===== config.mk =====
export PLATFORM = sky130hd
export DESIGN_NAME = rf_write_arbiter
export DESIGN_NICKNAME = d
export VERILOG_FILES = /design/src/rtl/rf_write_arbiter.sv
export SDC_FILE = /design/constraint.sdc
export NUM_CORES = 1
export LEC_CHECK = 0
export ABC_AREA = 1
export BUFFER_PORTS_ARGS = -buffer_cell sky130_fd_sc_hd__buf_2
export CAP_MARGIN = 20
export CORE_UTILIZATION = 50
export CTS_BUF_LIST = sky130_fd_sc_hd__clkbuf_8
export CTS_CLUSTER_SIZE = 28
export DETAILED_ROUTE_END_ITERATION = 12
export PLACE_DENSITY = 0.83
export SYNTH_ARGS = -nofsm -noshare
export SYNTH_HDL_FRONTEND = slang
export SYNTH_SLANG_ARGS = --single-unit

===== constraint.sdc =====
create_clock -name clk -period 3.3 [get_ports clk]
set_input_delay 0.66 -clock clk [delete_from_list [all_inputs] [get_ports clk]]
set_output_delay 0.66 -clock clk [all_outputs]
set_load 0.005 [all_outputs]

===== src/rtl/rf_write_arbiter.sv =====
// Single owner of the register-file write port: merges in-order pipeline WB writes
// with buffered multi-cycle results, bounding how long a buffered result can starve.
module rf_write_arbiter #(
  parameter int XLEN       = 32,
  parameter int FIFO_DEPTH = 2,
  parameter int MAX_WAIT   = 4
) (
  input  logic                          clk,
  input  logic                          rst_n,
  input  logic                          pipe_we,
  input  logic [4:0]                    pipe_rd,
  input  logic [XLEN-1:0]               pipe_data,
  output logic                          pipe_stall,
  input  logic                          mc_valid,
  output logic                          mc_ready,
  input  logic [4:0]                    mc_rd,
  input  logic [XLEN-1:0]               mc_data,
  output logic                          rf_we,
  output logic [4:0]                    rf_rd,
  output logic [XLEN-1:0]               rf_wdata,
  output logic [31:0]                   pend_mask,
  output logic [$clog2(FIFO_DEPTH):0]   fifo_count
);

  localparam int AW = (FIFO_DEPTH > 1) ? $clog2(FIFO_DEPTH) : 1;
  localparam int CW = $clog2(FIFO_DEPTH) + 1;
  localparam int WW = $clog2(MAX_WAIT + 1);

  logic [4:0]            rd_mem   [FIFO_DEPTH];
  logic [XLEN-1:0]       data_mem [FIFO_DEPTH];
  logic [FIFO_DEPTH-1:0] slot_vld;
  logic [AW-1:0]         wptr, rptr;
  logic [CW-1:0]         count, count_nxt;
  logic [WW-1:0]         wait_cnt;

  logic pv, fne, gf, gp, push, pop;

  // Writes to x0 are architectural no-ops, so they neither compete nor occupy the FIFO.
  assign pv         = pipe_we && (pipe_rd != 5'd0);
  assign fne        = (count != '0);
  assign gf         = fne && (!pv || (wait_cnt == WW'(MAX_WAIT)));
  assign gp         = pv && !gf;
  assign pipe_stall = pv && gf;
  assign push       = mc_valid && mc_ready && (mc_rd != 5'd0);
  assign pop        = gf;
  assign fifo_count = count;

  always_comb begin
    count_nxt = count;
    case ({push, pop})
      2'b10:   count_nxt = count + CW'(1);
      2'b01:   count_nxt = count - CW'(1);
      default: count_nxt = count;
    endcase
  end

  // Pending mask is derived from per-slot valid bits so stale slot contents never leak.
  always_comb begin
    pend_mask = '0;
    for (int i = 0; i < FIFO_DEPTH; i++) begin
      if (slot_vld[i]) pend_mask[rd_mem[i]] = 1'b1;
    end
  end

  // Stage: FIFO storage (payload only, occupancy tracked by slot_vld)
  always_ff @(posedge clk) begin
    if (rst_n && push) begin
      rd_mem[wptr]   <= mc_rd;
      data_mem[wptr] <= mc_data;
    end
  end

  // Stage: FIFO control, starvation counter and register-file write port
  always_ff @(posedge clk) begin
    if (!rst_n) begin
      rf_we    <= 1'b0;
      rf_rd    <= '0;
      rf_wdata <= '0;
      mc_ready <= 1'b0;
      wptr     <= '0;
      rptr     <= '0;
      count    <= '0;
      wait_cnt <= '0;
      slot_vld <= '0;
    end else begin
      // Ready follows next-cycle occupancy, so it reopens the cycle after a pop.
      mc_ready <= (count_nxt != CW'(FIFO_DEPTH));
      count    <= count_nxt;
      if (pop) begin
        rptr           <= rptr + AW'(1);
        slot_vld[rptr] <= 1'b0;
      end
      if (push) begin
        wptr           <= wptr + AW'(1);
        slot_vld[wptr] <= 1'b1;
      end
      if (fne && !gf) begin
        if (wait_cnt != WW'(MAX_WAIT)) wait_cnt <= wait_cnt + WW'(1);
      end else begin
        wait_cnt <= '0;
      end
      if (gp) begin
        rf_we    <= 1'b1;
        rf_rd    <= pipe_rd;
        rf_wdata <= pipe_data;
      end else if (gf) begin
        rf_we    <= 1'b1;
        rf_rd    <= rd_mem[rptr];
        rf_wdata <= data_mem[rptr];
      end else begin
        rf_we    <= 1'b0;
      end
    end
  end

endmodule


* Word level (Yosys, flattened, before mapping)
Memories as Yosys holds them, arrays and structs flattened. A register that Yosys moved wholly into a read port is not among the register bits.
Cells that the tools add are included.
** Storage, ports and cells
- Bits in registers :: 48
- Latch bits :: 0
- Memory bits (writable) :: 74
- Memory bits (read-only) :: 0
- Output and inout bits :: 74
- Logic and storage cells :: 79
- Memories kept :: 2
** Cells by class
- Add/sub/neg operators :: 5
- Multiply operators :: 0
- Div/mod/pow operators :: 0
- Magnitude comparators :: 8
- Equality and inequality tests :: 5
- Shift operators :: 0
- Muxes and demuxes :: 26
- Bitwise logic cells :: 4
- Reduce and logical (&&, ||, !) cells :: 20
** Memory list
- data_mem :: depth 2, bits a word 32, read ports 1, clocked after Yosys merged registers in 1, wr ports 1, RTL line 30 : logic [XLEN-1:0] data_mem [FIFO_DEPTH];
- rd_mem :: depth 2, bits a word 5, read ports 3, clocked after Yosys merged registers in 1, wr ports 1, RTL line 29 : logic [4:0] rd_mem [FIFO_DEPTH];
** Operators by type and width (number)
- 32-bit two-way mux :: 4
- 32-bit OR :: 1
- 1-bit logical AND :: 12
- 5-bit by 6-bit less-than comparator with 1-bit output (second input constant) :: 2
- 1-bit two-way mux :: 12
- 1-bit demux with 5-bit select :: 2
- 5-bit by 1-bit greater-or-equal comparator with 1-bit output (second input constant) :: 2
- 5-bit two-way mux :: 2
- 5-bit nonzero test :: 2
- 2-bit two-way mux :: 3
- 1-bit by 2-bit less-than comparator with 1-bit output (second input constant) :: 2
- 2-bit one-hot mux with 2 select lines :: 1
- 2-bit nonzero test :: 2
- 3-bit by 1-bit adder with 3-bit output (second input constant) :: 1
- 3-bit == test (second input constant) :: 1
- 3-bit != test (second input constant) :: 1
- 1-bit adder (second input constant) :: 2
- 2-bit by 1-bit adder with 2-bit output (second input constant) :: 1
- 2-bit bitwise AND :: 1
- 1-bit demux with 1-bit select :: 2
- 2-bit by 1-bit == test with 1-bit output (second input constant) :: 1
- 2-bit == test (second input constant) :: 1
- 1-bit greater-or-equal comparator (second input constant) :: 2
- 1-bit logical NOT :: 2
- other kinds (6) :: 6

* Logic depth before layout (Yosys ltp)
- Depth after elaboration :: 10
- Mapped depth :: 13

* Worst setup path after synthesis
Ideal clock, no wire load.
- Path kind :: input to register
- Start point :: input port mc_rd[3]
- End point :: memory data_mem[1][0], enable pin
- Setup time :: 433 ps
- Arrival :: 2446 ps
- Required time :: 2867 ps
- Slack :: 422 ps
- Stages on the path :: 4
- Buffers on the path :: 0
- Path through :: nor3_1 > nand2_1 > nand3_1 > nor2_1
** Between the ends
- Cells in the longest elaborated chain, start to end :: 5
** RTL lines
- start, declared :: RTL line 16 : input logic [4:0] mc_rd,
- 5-bit nonzero test :: RTL line 44 : assign push = mc_valid && mc_ready && (mc_rd != 5'd0);
- 1-bit logical AND :: RTL line 44
- 1-bit logical AND :: RTL line 67 : if (rst_n && push) begin
- 1-bit two-way mux :: RTL line 67
- 1-bit two-way mux (not written as such) :: RTL line 69 : data_mem[wptr] <= mc_data;
- end, declared :: RTL line 30
No other way between the ends.

* Worst setup path after layout
- Start point :: register wait_cnt[0]
- End point :: output port pipe_stall
** Between the ends
- Cells in the longest elaborated chain, start to end :: 4
** RTL lines
- start, declared :: RTL line 34 : logic [WW-1:0] wait_cnt;
- start signal, assigned :: RTL line 98 : if (wait_cnt != WW'(MAX_WAIT)) wait_cnt <= wait_cnt + WW'(1);
- 3-bit == test :: RTL line 41 : assign gf = fne && (!pv || (wait_cnt == WW'(MAX_WAIT)));
- 1-bit logical OR :: RTL line 41
- 1-bit logical AND :: RTL line 41
- 1-bit logical AND :: RTL line 43 : assign pipe_stall = pv && gf;
- end, declared :: RTL line 13 : output logic pipe_stall,
No other way between the ends.

==> reports/metrics.csv <==
metric,value,unit
vias after detailed routing,4795,
CTS tree,built,
met3 WL post-DR,971,microns
DR DRC count,2,
R2R Path Start,wait_cnt[0],
Vias/cell,5.42,
vias in the first global route,4531,
die span in x,107,microns
worst rel slew slack,0.338,
total core area,10800,sq um
largest net degree at the start of global routing,43,
global route overflow,0,
Tightest Hold Check Type,in -> reg,
Layout area overhead,23.2,%
Mean Syn Cell Area,9.58,sq um
Post-Route Setup TNS,0,ns
Gate Count Post-Synth,581,
most frequent cells in the layout,"159 x nand2_1, 151 x buf_2, 74 x edfxtp_1",
die area,11600,sq um
Hold WS,0.425,ns
I/O Buffers,151,
Max Clk Rate,0.356,GHz
CP Capture Type,primary output,
"Clk pin slew, worst setup/hold paths",0.07,ns
clock skew,0.00825,ns
fin crit share,0.850,
Routed wire per std cell,15.4,microns
WP data arrival,2.15,ns
NumNets Final,811,
Leak,3.08,nW
Initial Utilization,0.513,
failing checks,design-rule violations,
clock buffer depth,2,
reg2reg setup slack,0.81,ns
unrepaired setup endpoints after global routing,no,
routed wire length,13600,microns
half-perimeter wire length after placement,9040,microns
total clock sinks,123,
gr usage total,0.240,
CTS HTree Levels,4,
"leading cell type in the layout, fill and taps excluded",nand2_1,
remaining antenna violation count after routing,0,
Worst R2R End,mc_ready,
critical hold path startpoint,mc_data[15],
number of gates resized after cts,0,
"Seq/Total Area, Yosys",0.576,
Worst Tran Pin Value,0.988,ns
post-layout util,0.632,
clk root buf,clkbuf_8,
P per Cell Area,595,nW/um^2
Critical Path Start,wait_cnt[0],
status,finished with violations,
Peak VDD IR,392,uV
Critical Path Start Type,flip-flop,
initial antenna violation count,2,
met1 WL,5430,microns
Power Total,4.08,mW
initial DRC count,445,
worst reg-to-reg path cell count,11,
warnings from Yosys,0,
clock insertion delay at the later pin of the skew report,0.42,ns
num ports,152,
chip height,107,microns
final setup violation count,0,
DR top layer,met4,
Post-CTS Hold Buffers,0,
Pins Over Slew Limit,0,
Synth cell types,25,
Final GP Congestion,0.856,
CTS Buf Count,17,
Syn Nets,662,
Critical Path End,pipe_stall,
WP data required,2.64,ns
Setup Buffers After CTS,0,
global-route wire length before repair,21200,microns
WS Path Type,reg -> out,
final worst path period need,2.81,ns
drt pass-1 iters,9,
layout cells sized above 1,0.265,
Critical Path Fanout Max,17,
"Hold Violations, Final",0,
Met2 Wirelength,6830,microns
row cnt,38,
register bit total from synthesis,123,
mapped cell area,5560,sq um
# Max-Cap Violations,0,
==> registers in the layout, summed over array words and instances, names as in the netlist, named ones only <==
register and flops:
data_mem 64, wait_cnt 3, slot_vld 2, rptr 1, mc_ready 1, rf_rd 5, rf_wdata 32, rf_we 1
fifo_count 2, rd_mem 10, wptr 1
==> logic make-up after synthesis <==
| kind of cell | after synthesis | synth area share |
|---|---|---|
| buf+inv | 93 | 0.0704 |
| compound gates | 82 | 0.100 |
| flops | 123 | 0.576 |
| xor+xnor | 3 | 0.00472 |
| mux | 32 | 0.0576 |
| fa+ha+maj | 3 | 0.00675 |
| simple gates | 245 | 0.185 |
==> worst max-delay path, cell delays in order (launching register included) <==
cell,delay (ns)
dfxtp_1,0.36
inv_1,0.06
ha_1,0.20
nand2_1,0.50
nand2_1,0.23
nand2_1,0.11
inv_1,0.06
nand2_1,0.07
inv_1,0.04
buf_2,0.11
==> layout make-up <==
class                   instances  area [sq um]
fillers                       891          3990
flip-flops and latches        123          3200
multi-input cells             365          2000
repair buffers                161           868
clock buffers                  21           289
inverters                      62           233
well taps                     140           175
clock inverters                11          78.8
diodes                          2          5.00
==> worst min path at each step <==
stage | endpoint | slack, ns | cells past startpoint
5_1_grt | data_mem[1][19] | 0.39 | 1
3_5_place_dp | rf_wdata[5] | 0.43 | 2
2_1_floorplan | wait_cnt[0] | 0.42 | 1
3_3_place_gp | wait_cnt[0] | 0.43 | 1
6_report | data_mem[1][15] | 0.43 | 1
4_1_cts | data_mem[0][15] | 0.40 | 1
==> cell usage after synthesis <==
cell type,number,share of area
nand3b_1,1,0.0013
o21ai_0,34,0.031
xnor2_1,1,0.0016
nand2_1,159,0.11
nand3_1,52,0.047
o211ai_2,1,0.0022
edfxtp_1,74,0.40
xor2_1,2,0.0031
clkbuf_1,11,0.0074
o2111ai_1,37,0.058
nor2_1,16,0.011
inv_1,60,0.040
nor3_4,1,0.0029
nor2_2,1,0.0011
inv_2,2,0.0013
a21oi_1,10,0.0090
buf_6,3,0.0061
mux2i_1,32,0.058
dfxtp_1,49,0.18
nand3_2,1,0.0018
nand4_1,1,0.0011
buf_2,16,0.014
ha_1,3,0.0067
buf_1,1,0.00067
nor3_1,13,0.012
==> power breakdown <==
| part | internal, mW | total [mW] | switching (mW) | leakage (nW) |
|---|---|---|---|---|
| clock network | 0.658 | 1.21 | 0.548 | 0.196 |
| registers | 1.82 | 1.94 | 0.122 | 1.08 |
| logic | 0.361 | 0.937 | 0.575 | 1.80 |
| total | 2.84 | 4.08 | 1.25 | 3.08 |
==> per-stage QoR <==
| stage | cell area [sq um] | setup slack (ns) | cells |
|---|---|---|---|
| after CTS | 6830 | 0.478 | 882 |
| after global routing | 6850 | 0.354 | 884 |
| after detailed placement | 6460 | 0.883 | 850 |
| after global placement | 6460 | 0.932 | 850 |
| final | 6860 | 0.494 | 885 |
| after floorplan | 5560 | 0.422 | 581 |
==> routing by layer <==
| metal | global-route usage | vias to the layer above |
|---|---|---|
| li1 | - | 2315 |
| met1 | 0.277 | 2208 |
| met2 | 0.420 | 236 |
| met3 | 0.0533 | 36 |
| met4 | 0.115 | 0 |
| met5 | 0 | - |
Note: power is estimated with default switching activity, not from simulation.
